<file path="src/rtl/run_read_pkg.sv">
`default_nettype none
// ============================================================================
// Module      : run_read_pkg
// Description : Shared types, constants and helpers for run_read_issuer.
//               - top_state_e  : run-level FSM (IDLE/RUN/DONE)
//               - chan_state_e : per-channel FSM (IDLE/ISSUE/DRAIN/CPLT)
//               - default beat/burst geometry constants
//               - beats_to_boundary() : beats left before the next burst
//                 boundary from a given byte address
// Revision    : 1.0 - initial release
// ============================================================================
package run_read_pkg;

    // Default geometry: 512-bit beats, 4 KB bursts / boundary.
    localparam int unsigned C_RR_BEAT_BYTES        = 64;
    localparam int unsigned C_RR_BURST_BYTES       = 4096;
    localparam int unsigned C_RR_LOG2_BEAT_BYTES   = $clog2(C_RR_BEAT_BYTES);
    localparam int unsigned C_RR_LOG2_BURST_BYTES  = $clog2(C_RR_BURST_BYTES);
    localparam int unsigned C_RR_MAX_BURST_BEATS   = C_RR_BURST_BYTES / C_RR_BEAT_BYTES;

    typedef enum logic [1:0] {
        TOP_IDLE = 2'd0,
        TOP_RUN  = 2'd1,
        TOP_DONE = 2'd2
    } top_state_e;

    typedef enum logic [1:0] {
        CH_IDLE  = 2'd0,
        CH_ISSUE = 2'd1,
        CH_DRAIN = 2'd2,
        CH_CPLT  = 2'd3
    } chan_state_e;

    // Number of whole beats between addr and the next 2**log2_burst byte
    // boundary. A boundary-aligned address yields a full burst. Result is
    // at most 256, hence 9 bits.
    function automatic logic [8:0] beats_to_boundary(
        input logic [63:0] addr,
        input int unsigned log2_beat,
        input int unsigned log2_burst
    );
        logic [63:0] burst_span;
        logic [63:0] offset;
        logic [63:0] beats;
        burst_span = 64'd1 << log2_burst;
        offset     = addr & (burst_span - 64'd1);
        beats      = (burst_span - offset) >> log2_beat;
        return beats[8:0];
    endfunction

endpackage : run_read_pkg
`default_nettype wire

</file>
<file path="src/rtl/run_read_chan.sv">
`default_nettype none
// ============================================================================
// Module      : run_read_chan
// Description : One read channel of run_read_issuer. Splits a latched
//               (address, size) pair into boundary-safe AR bursts, limits
//               the number of bursts in flight and counts returning R
//               bursts. Flags complete once all data has come back.
// Ports       : aclk/aresetn       - clock, async active-low reset
//               start              - latch start_addr/size_bytes (IDLE only)
//               clear              - return from CPLT to IDLE
//               start_addr         - run start byte address
//               size_bytes         - run size in bytes
//               m_arvalid/ready    - AR handshake
//               m_araddr/m_arlen   - AR address / beats-1
//               m_r_beat/m_rlast   - R beat and last-beat indication
//               complete           - all bursts issued and returned
// Revision    : 1.0 - initial release
// ============================================================================
module run_read_chan
    import run_read_pkg::*;
#(
    parameter int unsigned ADDR_W          = 64,
    parameter int unsigned SIZE_W          = 32,
    parameter int unsigned BEAT_BYTES      = C_RR_BEAT_BYTES,
    parameter int unsigned BURST_BYTES     = C_RR_BURST_BYTES,
    parameter int unsigned MAX_OUTSTANDING = 16
) (
    input  logic              aclk,
    input  logic              aresetn,
    input  logic              start,
    input  logic              clear,
    input  logic [ADDR_W-1:0] start_addr,
    input  logic [SIZE_W-1:0] size_bytes,
    output logic              m_arvalid,
    input  logic              m_arready,
    output logic [ADDR_W-1:0] m_araddr,
    output logic [7:0]        m_arlen,
    input  logic              m_r_beat,
    input  logic              m_rlast,
    output logic              complete
);

    localparam int unsigned       C_LOG2_BEAT  = $clog2(BEAT_BYTES);
    localparam int unsigned       C_LOG2_BURST = $clog2(BURST_BYTES);
    localparam int unsigned       C_OUT_W      = $clog2(MAX_OUTSTANDING + 1);
    localparam logic [C_OUT_W-1:0] C_OUT_MAX   = C_OUT_W'(MAX_OUTSTANDING);
    localparam logic [ADDR_W-1:0] C_ADDR_MASK  = ~ADDR_W'(BEAT_BYTES - 1);
    localparam logic [SIZE_W-1:0] C_BEAT_MASK  = SIZE_W'(BEAT_BYTES - 1);

    chan_state_e          state_q, state_d;
    logic [ADDR_W-1:0]    addr_q, addr_d;
    logic [SIZE_W-1:0]    rem_q, rem_d;
    logic [C_OUT_W-1:0]   out_q, out_d;

    logic [SIZE_W-1:0]    w_start_beats;
    logic [8:0]           w_btb;
    logic [8:0]           w_len;
    logic [SIZE_W-1:0]    w_rem_after;
    logic                 w_arvalid;
    logic                 w_ar_hs;
    logic                 w_rlast;

    // Round the byte count up to whole beats without a wider adder.
    assign w_start_beats = (size_bytes >> C_LOG2_BEAT)
                         + SIZE_W'(|(size_bytes & C_BEAT_MASK));

    assign w_btb       = beats_to_boundary(64'(addr_q), C_LOG2_BEAT, C_LOG2_BURST);
    assign w_len       = (rem_q < SIZE_W'(w_btb)) ? 9'(rem_q) : w_btb;
    assign w_rem_after = rem_q - SIZE_W'(w_len);

    // Address and length are pure functions of registered state, so they
    // stay put while arvalid waits for arready.
    assign w_arvalid = (state_q == CH_ISSUE) && (out_q != C_OUT_MAX);
    assign w_ar_hs   = w_arvalid && m_arready;
    // An rlast with nothing outstanding is illegal and simply dropped.
    assign w_rlast   = m_r_beat && m_rlast && (out_q != '0);

    assign m_arvalid = w_arvalid;
    assign m_araddr  = w_arvalid ? addr_q : '0;
    assign m_arlen   = w_arvalid ? 8'(w_len - 9'd1) : 8'd0;

    always_comb begin
        state_d = state_q;
        addr_d  = addr_q;
        rem_d   = rem_q;
        out_d   = out_q;

        // Same-cycle AR issue and burst return cancel out.
        if (w_ar_hs && !w_rlast) begin
            out_d = out_q + C_OUT_W'(1);
        end else if (!w_ar_hs && w_rlast) begin
            out_d = out_q - C_OUT_W'(1);
        end

        case (state_q)
            CH_IDLE: begin
                if (start) begin
                    addr_d  = start_addr & C_ADDR_MASK;
                    rem_d   = w_start_beats;
                    out_d   = '0;
                    state_d = (w_start_beats == '0) ? CH_CPLT : CH_ISSUE;
                end
            end
            CH_ISSUE: begin
                if (w_ar_hs) begin
                    addr_d = addr_q + (ADDR_W'(w_len) << C_LOG2_BEAT);
                    rem_d  = w_rem_after;
                    if (w_rem_after == '0) begin
                        state_d = CH_DRAIN;
                    end
                end
            end
            CH_DRAIN: begin
                if (out_d == '0) begin
                    state_d = CH_CPLT;
                end
            end
            CH_CPLT: begin
                if (clear) begin
                    state_d = CH_IDLE;
                end
            end
            default: state_d = CH_IDLE;
        endcase
    end

    // complete looks ahead through the final rlast so the run-level done
    // pulse lands one cycle after that rlast.
    assign complete = (state_q == CH_CPLT)
                   || ((state_q == CH_DRAIN) && (out_d == '0));

    always_ff @(posedge aclk or negedge aresetn) begin
        if (!aresetn) begin
            state_q <= CH_IDLE;
            addr_q  <= '0;
            rem_q   <= '0;
            out_q   <= '0;
        end else begin
            state_q <= state_d;
            addr_q  <= addr_d;
            rem_q   <= rem_d;
            out_q   <= out_d;
        end
    end

endmodule : run_read_chan
`default_nettype wire

</file>
<file path="src/rtl/run_read_issuer.sv">
`default_nettype none
// ============================================================================
// Module      : run_read_issuer
// Description : Latches one start address per read channel plus a common
//               run size, issues boundary-safe AR bursts on every channel,
//               tracks returning R bursts and pulses single_run_read_done
//               once every channel has all of its data.
// Ports       : aclk, aresetn              - clock, async active-low reset
//               read_start                 - start a run (ignored when busy)
//               read_addr[N][A]            - per-channel start byte address
//               read_size_in_bytes         - bytes per channel
//               m_arvalid/m_arready[N]     - per-channel AR handshake
//               m_araddr[N][A], m_arlen[N] - AR address / beats-1
//               m_r_beat[N], m_rlast[N]    - R beat / qualified rlast
//               single_run_read_done       - one-cycle run complete pulse
//               busy                       - run in progress
//               perf_run_cycles (32)       - latch-to-done cycles  (*)
//               perf_dropped_starts (16)   - ignored read_start count (*)
//               (*) present only with RUN_READ_ISSUER_PERF_EN defined
// Revision    : 1.0 - initial release
// ============================================================================
module run_read_issuer
    import run_read_pkg::*;
#(
    parameter int unsigned NUM_READ_CHANNELS  = 4,
    parameter int unsigned C_M_AXI_ADDR_WIDTH = 64,
    parameter int unsigned C_XFER_SIZE_WIDTH  = 32,
    parameter int unsigned C_BEAT_BYTES       = C_RR_BEAT_BYTES,
    parameter int unsigned C_BURST_BYTES      = C_RR_BURST_BYTES,
    parameter int unsigned C_MAX_OUTSTANDING  = 16
) (
    input  logic                                                  aclk,
    input  logic                                                  aresetn,
    input  logic                                                  read_start,
    input  logic [NUM_READ_CHANNELS-1:0][C_M_AXI_ADDR_WIDTH-1:0]  read_addr,
    input  logic [C_XFER_SIZE_WIDTH-1:0]                          read_size_in_bytes,
    output logic [NUM_READ_CHANNELS-1:0]                          m_arvalid,
    input  logic [NUM_READ_CHANNELS-1:0]                          m_arready,
    output logic [NUM_READ_CHANNELS-1:0][C_M_AXI_ADDR_WIDTH-1:0]  m_araddr,
    output logic [NUM_READ_CHANNELS-1:0][7:0]                     m_arlen,
    input  logic [NUM_READ_CHANNELS-1:0]                          m_r_beat,
    input  logic [NUM_READ_CHANNELS-1:0]                          m_rlast,
    output logic                                                  single_run_read_done,
`ifdef RUN_READ_ISSUER_PERF_EN
    output logic [31:0]                                           perf_run_cycles,
    output logic [15:0]                                           perf_dropped_starts,
`endif
    output logic                                                  busy
);

    top_state_e                     state_q, state_d;
    logic                           w_start_accept;
    logic                           w_clear;
    logic                           w_all_cplt;
    logic [NUM_READ_CHANNELS-1:0]   w_chan_cplt;

    assign w_start_accept = (state_q == TOP_IDLE) && read_start;
    assign w_clear        = (state_q == TOP_DONE);
    assign w_all_cplt     = &w_chan_cplt;

    always_comb begin
        state_d = state_q;
        case (state_q)
            TOP_IDLE: if (read_start) state_d = TOP_RUN;
            TOP_RUN:  if (w_all_cplt) state_d = TOP_DONE;
            TOP_DONE: state_d = TOP_IDLE;
            default:  state_d = TOP_IDLE;
        endcase
    end

    always_ff @(posedge aclk or negedge aresetn) begin
        if (!aresetn) begin
            state_q <= TOP_IDLE;
        end else begin
            state_q <= state_d;
        end
    end

    assign busy                 = (state_q == TOP_RUN);
    assign single_run_read_done = (state_q == TOP_DONE);

    generate
        for (genvar gi = 0; gi < NUM_READ_CHANNELS; gi++) begin : g_chan
            run_read_chan #(
                .ADDR_W          (C_M_AXI_ADDR_WIDTH),
                .SIZE_W          (C_XFER_SIZE_WIDTH),
                .BEAT_BYTES      (C_BEAT_BYTES),
                .BURST_BYTES     (C_BURST_BYTES),
                .MAX_OUTSTANDING (C_MAX_OUTSTANDING)
            ) u_chan (
                .aclk       (aclk),
                .aresetn    (aresetn),
                .start      (w_start_accept),
                .clear      (w_clear),
                .start_addr (read_addr[gi]),
                .size_bytes (read_size_in_bytes),
                .m_arvalid  (m_arvalid[gi]),
                .m_arready  (m_arready[gi]),
                .m_araddr   (m_araddr[gi]),
                .m_arlen    (m_arlen[gi]),
                .m_r_beat   (m_r_beat[gi]),
                .m_rlast    (m_rlast[gi]),
                .complete   (w_chan_cplt[gi])
            );
        end
    endgenerate

`ifdef RUN_READ_ISSUER_PERF_EN
    logic [31:0] run_cyc_q, run_cyc_d;
    logic [31:0] perf_run_cycles_q, perf_run_cycles_d;
    logic [15:0] dropped_q, dropped_d;

    // run_cyc counts from 1 in the first RUN cycle, so at the done pulse it
    // equals the distance from the read_start cycle.
    always_comb begin
        run_cyc_d         = run_cyc_q;
        perf_run_cycles_d = perf_run_cycles_q;
        dropped_d         = dropped_q;
        if (w_start_accept) begin
            run_cyc_d = 32'd1;
        end else if (state_q == TOP_RUN) begin
            run_cyc_d = run_cyc_q + 32'd1;
        end
        if (state_q == TOP_DONE) begin
            perf_run_cycles_d = run_cyc_q;
        end
        // Any start that is not accepted is lost; the counter saturates.
        if (read_start && (state_q != TOP_IDLE) && (dropped_q != 16'hFFFF)) begin
            dropped_d = dropped_q + 16'd1;
        end
    end

    always_ff @(posedge aclk or negedge aresetn) begin
        if (!aresetn) begin
            run_cyc_q         <= '0;
            perf_run_cycles_q <= '0;
            dropped_q         <= '0;
        end else begin
            run_cyc_q         <= run_cyc_d;
            perf_run_cycles_q <= perf_run_cycles_d;
            dropped_q         <= dropped_d;
        end
    end

    assign perf_run_cycles     = perf_run_cycles_q;
    assign perf_dropped_starts = dropped_q;
`endif

endmodule : run_read_issuer
`default_nettype wire

</file>
<file path="config.mk">
export PLATFORM = sky130hd
export DESIGN_NAME = run_read_issuer
export DESIGN_NICKNAME = d
export VERILOG_FILES = /design/src/rtl/run_read_pkg.sv /design/src/rtl/run_read_chan.sv /design/src/rtl/run_read_issuer.sv
export SDC_FILE = /design/constraint.sdc
export NUM_CORES = 2
export LEC_CHECK = 0
export BUFFER_PORTS_ARGS = -buffer_cell sky130_fd_sc_hd__clkbuf_2
export CAP_MARGIN = 5
export CORE_AREA = 2 2 229 231
export DETAILED_ROUTE_END_ITERATION = 10
export DIE_AREA = 0 0 231 233
export GPL_TIMING_DRIVEN = 0
export PLACE_DENSITY = 0.95
export REMOVE_ABC_BUFFERS = 1
export SYNTH_ARGS = -nofsm -noshare
export SYNTH_HDL_FRONTEND = slang
export SYNTH_SLANG_ARGS = --single-unit
</file>
<file path="constraint.sdc">
create_clock -name aclk -period 17.3 [get_ports aclk]
set_input_delay 1.73 -clock aclk [delete_from_list [all_inputs] [get_ports aclk]]
set_output_delay 1.73 -clock aclk [all_outputs]
set_load 0.02 [all_outputs]
</file>
Yosys cells after proc, flatten, opt, wreduce, memory -nomap -nowiden
Cells that the tools add are included.

cells by class
  $add $sub $neg = 25
  $mul = 0
  divide/modulo/power cells = 0
  magnitude comparators = 4
  equality and inequality tests = 40
  shift-type cells = 0
  multiplexer cells = 71
  bitwise gates (word level) = 0
  reductions and logical operators = 78

operators with widths
  kind                    count
  $mux 64                 12
  $pmux 64 s2             4
  $add 64x15->64          4
  $pmux 32 s2             4
  $logic_not 32->1        5
  $mux 32                 5
  $lt 32x9->1             4
  $sub 32x9->32           4
  $mux 5                  16
  $sub 13x12->14 const A  4
  $logic_not 5->1         8
  $mux 9                  4
  $mux 2                  17
  $mux 8                  4
  $pmux 2 s4              4
  $sub 8x1->8 const B     4
  $logic_and 1x1->1       29
  $add 26x1->27           1
  $ne 2x2->1 const B      12
  $add 5x1->5 const B     4
  $ne 2x1->1 const B      10
  $ne 5x5->1 const B      4
  $reduce_and 5->1        4
  $reduce_bool 5->1       4
  other kinds (12)        47

storage, ports and cells
  register bits after elaboration = 414
  bits in latches = 0
  RAM bits = 0
  ROM bits = 0
  bits of input ports = 303
  output and inout port bits = 294
  memories = 0

Longest topological paths before layout
  depth after elaboration = 15
  depth in mapped cells = 25
  mapped depth without buffers = 24

Hierarchy
From an unflattened synthesis, not the netlist that was laid out.

unflattened totals
  cell total of the unflattened synthesis = 4,513
  area total of the unflattened synthesis = 34,734.6 um2

modules (own cells, without submodules)
  module                            times used  cells each  area each (um2)
  run_read_chan (g_chan[0].u_chan)  1           1,141       8,872.3
  run_read_chan (g_chan[2].u_chan)  1           1,152       8,707.1
  run_read_chan (g_chan[1].u_chan)  1           1,108       8,587.0
  run_read_chan (g_chan[3].u_chan)  1           1,104       8,469.4
  run_read_issuer                   1           8           98.8

Least setup slack after synthesis
Ideal clock, no wire load.

  kind = reg-to-reg
  start point = register g_chan[3].u_chan.addr_q[7]
  end point = register g_chan[3].u_chan.state_q[0]
  setup time = 0.079 ns
  data arrival time = 5.556 ns
  setup slack = 11.664 ns
  stages on the path, launching flop included = 23
  path buffers = 1
  clock period less this slack = 5.636 ns
  path through = dfrtp_1 -> or4_1 -> nor2_1 -> xnor2_1 -> inv_1 -> ha_1 -> a21o_1 -> a311oi_1 -> o2111ai_1 -> buf_6 -> o21ai_0 -> ha_1 -> inv_1 -> fa_1 -> a21o_1 -> a221o_1 -> a21oi_1 -> nand2_1 -> or4_1 -> a211oi_1 -> nand4_1 -> a21oi_2 -> mux2i_1

on the way
  word-level cells in the longest chain between the ends = 7

ends and longest elaborated chain
  item                                 RTL line              source
  start, declared                      run_read_chan.sv:51   logic [ADDR_W-1:0] addr_q, addr_d;
  start signal, assigned               run_read_chan.sv:140  addr_q <= addr_d;
  $sub 13x12->14 *                     run_read_pkg.sv:47    beats = (burst_span - offset) >> log2_beat;
  $lt 32x9->1                          run_read_chan.sv:68   assign w_len = (rem_q < SIZE_W'(w_btb)) ? 9'(rem_q) : w_btb;
  $mux 9 *                             run_read_chan.sv:68
  $sub 32x9->32 *                      run_read_chan.sv:69   assign w_rem_after = rem_q - SIZE_W'(w_len);
  $logic_not 32->1 *                   run_read_chan.sv:108  if (w_rem_after == '0) begin
  $ne 2x2->1 (no source line) *        -
  $reduce_and 5->1 (no source line) *  -
  end signal, assigned                 run_read_chan.sv:139  state_q <= state_d;
  end, declared                        run_read_chan.sv:50   chan_state_e state_q, state_d;

Mark *: on every way between the ends. The rest lies on a longest branch, timed or not.
A chain may end at the register's enable or synchronous reset.

Final worst setup path
  start point = register g_chan[2].u_chan.addr_q[8]
  end point = register g_chan[2].u_chan.state_q[1]

on the way
  word-level cells in the longest chain between the ends = 7

ends and longest elaborated chain
  item                                 RTL line
  start, declared                      run_read_chan.sv:51
  start signal, assigned               run_read_chan.sv:140
  $sub 13x12->14 *                     run_read_pkg.sv:47
  $lt 32x9->1                          run_read_chan.sv:68
  $mux 9 *                             run_read_chan.sv:68
  $sub 32x9->32 *                      run_read_chan.sv:69
  $logic_not 32->1 *                   run_read_chan.sv:108
  $ne 2x2->1 (no source line) *        -
  $reduce_and 5->1 (no source line) *  -
  end signal, assigned                 run_read_chan.sv:139
  end, declared                        run_read_chan.sv:50

Marked as above.

==> results.md <==
- The run finished with clean final reports.
- The cell count of the worst hold path is 1.
- The wire length per cell after detailed routing is 20.6 µm.
- The synthesized area is around 32000 µm².
- The critical path starts at g_chan[2].u_chan.addr_q[8].
- Before CTS, the worst setup slack after placement is ~10 ns.
- The clock reaches the later pin of the worst-skew pair after 0.60 ns.
- The number of antenna violations at the first check in global routing was 13.
- The critical path contains buffers and inverters numbering 2 combined.
- No sink is reached through more buffers than the 3 on the longest clock path.
- The path class of the lowest-slack min-delay path is flip-flop to flip-flop.
- The number of CTS-inserted buffers is 47.
- The slack of the worst reg-to-reg path is around 10 ns.
- Summing internal, switching and leakage power gives 3.10 mW.
- Traced cell by cell, the critical path runs through nor3_1 > nor3b_1 > xnor2_1 > inv_1 > ha_1 > and3b_1 > o21ai_0 > o2111ai_1 > o21ai_0 > ha_1 > inv_1 > fa_1 > a211oi_1 > o21ai_0 > a2111oi_0 > xor2_1 > nor3_1 > o2111ai_1 > a2111oi_0 > o21ai_1 > mux2i_1.
- The clock sink count is 390.
- The layout cell share with drive strength beyond 1 is 0.172.
- The initial detailed-routing violation count is between 3000 and 4000.
- The number of top-level pins is between 500 and 600.
- The sequential-to-total area share from yosys stat is 0.309.
- The final worst slack is around 10 ns.
- Summed over all layers, the global routing overflow is 0.
- The library cells used most frequently in the layout, excluding fill and tap cells, are 547 x clkbuf_2, 390 x dfrtp_1, 364 x nand2_1, 344 x a21oi_1, 273 x nor2_1.
- The synthesized flop and latch total is around 400.
- The area growth from synthesis to layout is 16.0%.
- The number of enable-type register cells in the synthesized netlist is 0.
- The TritonCTS clock tree is built.
- Leaving out fill and tap cells, the most frequent cell in the layout is clkbuf_2.
- In the routed design, unresolved DRC markers number 0.
- The fraction of post-synthesis cell area in the top cell type by area is 0.309.
- The sort of element at the start of the critical path is a flip-flop.
- The cell type contributing the most total cell area after synthesis is dfrtp_1.
- Summed over all nets, wire length on met2 after detailed routing comes to about 48 mm.
- The Yosys warning count is 0.
- In this run the remaining antenna-violating nets after routing total 0.
- The H-tree was split into 2 levels.
- Across the run, the number of max-cap violations was 0.
- The stage delay of the slowest cell on the critical path is 0.88 ns.
- The post-CTS setup buffer count is 0.
- For this run, the leading register cell type out of synthesis is dfrtp_1.
- Across every metal layer, demand over resource in global routing totals 0.373.
- Once detailed placement completed, the half-perimeter wirelength came to ~73 mm.
- The number of placement rows is 83.
- The clock root buffer master is clkbuf_16.
- The slowest stage of the critical path belongs to the cell a2111oi_0.
- Dividing the detail-routed via count by the number of cells gives slightly below 7.
- The largest voltage drop on the vdd net is approximately 0.088 mV.
- By area the synthesized netlist is led by dfrtp_1 31%, a21oi_1 5.5%, and3_1 5.4%, ha_1 5.1%, nand2_1 4.4%.
- The layout has 3842 filler cells.
- The die covers around 54000 µm².
- In this run the tightest slew margin relative to its limit is 0.0424.
- Hold timing on the final database bottoms out at a slack of 0.515 ns.
- The most frequent cell on the critical path is o21ai_0.
- The number of global-route vias before repair is ~32000.
- After the last flow step, the layout net total stands at ~4800.
- After synthesis, the share of flip-flops with an asynchronous set or reset is 1.00.
- The data arrival time of the critical path is between 7 and 8 ns.
- The worst setup path is captured at a flip-flop.
- The worst setup path is of the flip-flop to flip-flop kind.
- In this run the horizontal extent of the chip is 231 µm.
- The hold-critical path endpoint is g_chan[3].u_chan.addr_q[12].
- In this run the vertical extent of the chip is roughly 230 µm.
- The origin of the worst min-delay path is g_chan[3].u_chan.addr_q[12].
- Setup repair after global routing left no endpoint under its margin.
- The max-slew violation total from the final report is 0.
- Summing over every cut layer, the via total after detailed routing is between 30000 and 40000.
- The critical-path maximum fanout is 10.
- The launching point of the worst reg2reg path is g_chan[2].u_chan.addr_q[8].
- The area of the core is between 50000 and 60000 µm².
- At the worst endpoint, the required time is roughly 18 ns.
- The number of gates resized after cts is 0.
- Routability-driven placement finished with a final weighted congestion of between 0.9 and 1.
- The gate family responsible for the most delay along the worst path is compound AO/OA/AOI/OAI gates.
- The count of final setup violators is 0.
- The count of endpoints failing hold in the final timing report is 0.
- The highest attainable clock frequency is between 100 and 150 MHz.
- The worst reg-to-reg path cell count is 21.
- Dividing the synthesized area by the synthesized cell count gives about 8 µm².
- After detailed routing, the met3 layer carries ~11 mm of wire.
- The slew at the pin closest to its max-slew limit is roughly 1.4 ns.
- The cell area after placement is between 30000 and 40000 µm².
- Across the routed clock network, the largest skew measured is around 0.023 ns.
- The top layer reached by signal wires is met5.
- The worst path needs between 7 and 8 ns of the cycle, external delays included.
- The largest net degree at the start of global routing is 100.
- The power density over the cells is between 80 and 90 nW/µm².
- The first global-routing pass estimated 164 mm of wire.
- Summed over all failing endpoints, the final setup total negative slack is 0 ns.
- Dividing the final minimum period by the clock period gives 0.410.
- For this block, wires on met1 add up to 39.1 mm.
- The initial utilization of the core area, before any placement, comes to 0.617.
- The worst register-to-register path ends at g_chan[2].u_chan.state_q[1].
- The synthesized netlist contains approximately 100 unique library cells.
- The final cell area excluding filler cells is about 37000 µm².
- During placement, the flow inserted port buffers numbering around 550.
- Before antenna repair, the detailed router went through 7 iterations.
- Summed over all layers, the routed wires come to 105 mm.
- In this run, post-CTS hold repair placed 0 buffers.
- The clock slew at the register clock pins of the worst setup and hold paths is 0.06 ns.
- The analysis attributes to cell leakage a power of approximately 18 nW.
- The gate count of the mapped netlist is ~4000.
==> power breakdown <==
part / internal [mW] / switching [mW] / total [mW]
sequential: 0.970 / 0.0907 / 1.06
combinational: 0.387 / 0.574 / 0.960
clock: 0.657 / 0.422 / 1.08
total: 2.01 / 1.09 / 3.10
==> registers in the layout, summed over array words and instances (netlist names) <==
signal	cells
g_chan.u_chan.addr_q	232
g_chan.u_chan.rem_q	128
g_chan.u_chan.out_q	20
g_chan.u_chan.state_q	8
state_q	2
==> kinds of logic after synthesis <==
group                    count (synthesis)  share of synthesized area
flip-flops                             390                      0.309
buffers and inverters                  415                     0.0538
AND/OR/NAND/NOR                       1577                      0.261
multiplexers                           149                     0.0488
other                                    1                   0.000119
XOR/XNOR                               134                     0.0372
AO/OA/AOI/OAI                         1181                      0.233
adder cells (fa/ha/maj)                137                     0.0562
==> worst max-delay path by stage <==
stage / endpoint / depth (start not counted)
after floorplan: g_chan[1].u_chan.addr_q[57] / 8
after global placement: g_chan[1].u_chan.addr_q[57] / 8
after detailed placement: g_chan[3].u_chan.addr_q[50] / 22
after CTS: g_chan[3].u_chan.addr_q[50] / 22
after global routing: g_chan[2].u_chan.state_q[1] / 21
final: g_chan[2].u_chan.state_q[1] / 21
==> metrics by stage <==
stage | cells | util
after global placement | 4964 | 0.667
after global routing | 5085 | 0.716
after floorplan | 3736 | -
after CTS | 5080 | 0.715
after detailed placement | 4993 | 0.683
final | 5090 | 0.716
==> cells in the mapped netlist (all sizes together) (18+ instances only) <==
cell,n
a211oi,26
a21o,75
a21oi,347
a22oi,18
a31oi,41
a32oi,19
and2,44
and3,273
and4,25
buf,55
clkbuf,224
dfrtp,390
ha,129
inv,134
mux2i,132
nand2,369
nand2b,19
nand3,184
nand4,91
nor2,276
nor3,111
nor4,64
o21ai,253
o22ai,198
or3,25
xnor2,86
xor2,48
==> metal layers <==
layer,up-vias,GRT usage
li1,15600,-
met1,16097,0.463
met2,2143,0.591
met3,509,0.0884
met4,10,0.224
met5,-,0
==> cell type report <==
class,count,area (µm²),area share
multi-input combinational,3210,20400,0.557
antenna,10,25.0,0.000684
inverter,136,510,0.0140
clock inverter,18,270,0.00739
clock buffer,69,1380,0.0378
sequential,390,9760,0.267
tap,680,851,0.0233
timing repair buffer,577,3420,0.0935
==> worst reg2reg max path: stages, from the launching register on <==
cell       delay, ns
dfrtp_1         0.45
nor3_1          0.32
nor3b_1         0.27
xnor2_1         0.18
inv_1           0.06
ha_1            0.29
and3b_1         0.18
o21ai_0         0.20
o2111ai_1       0.54
o21ai_0         0.74
ha_1            0.29
inv_1           0.06
fa_1            0.40
a211oi_1        0.35
o21ai_0         0.27
a2111oi_0       0.88
xor2_1          0.14
nor3_1          0.31
o2111ai_1       0.17
a2111oi_0       0.47
o21ai_1         0.19
mux2i_1         0.24
Note: power is estimated with default switching activity, not from simulation.
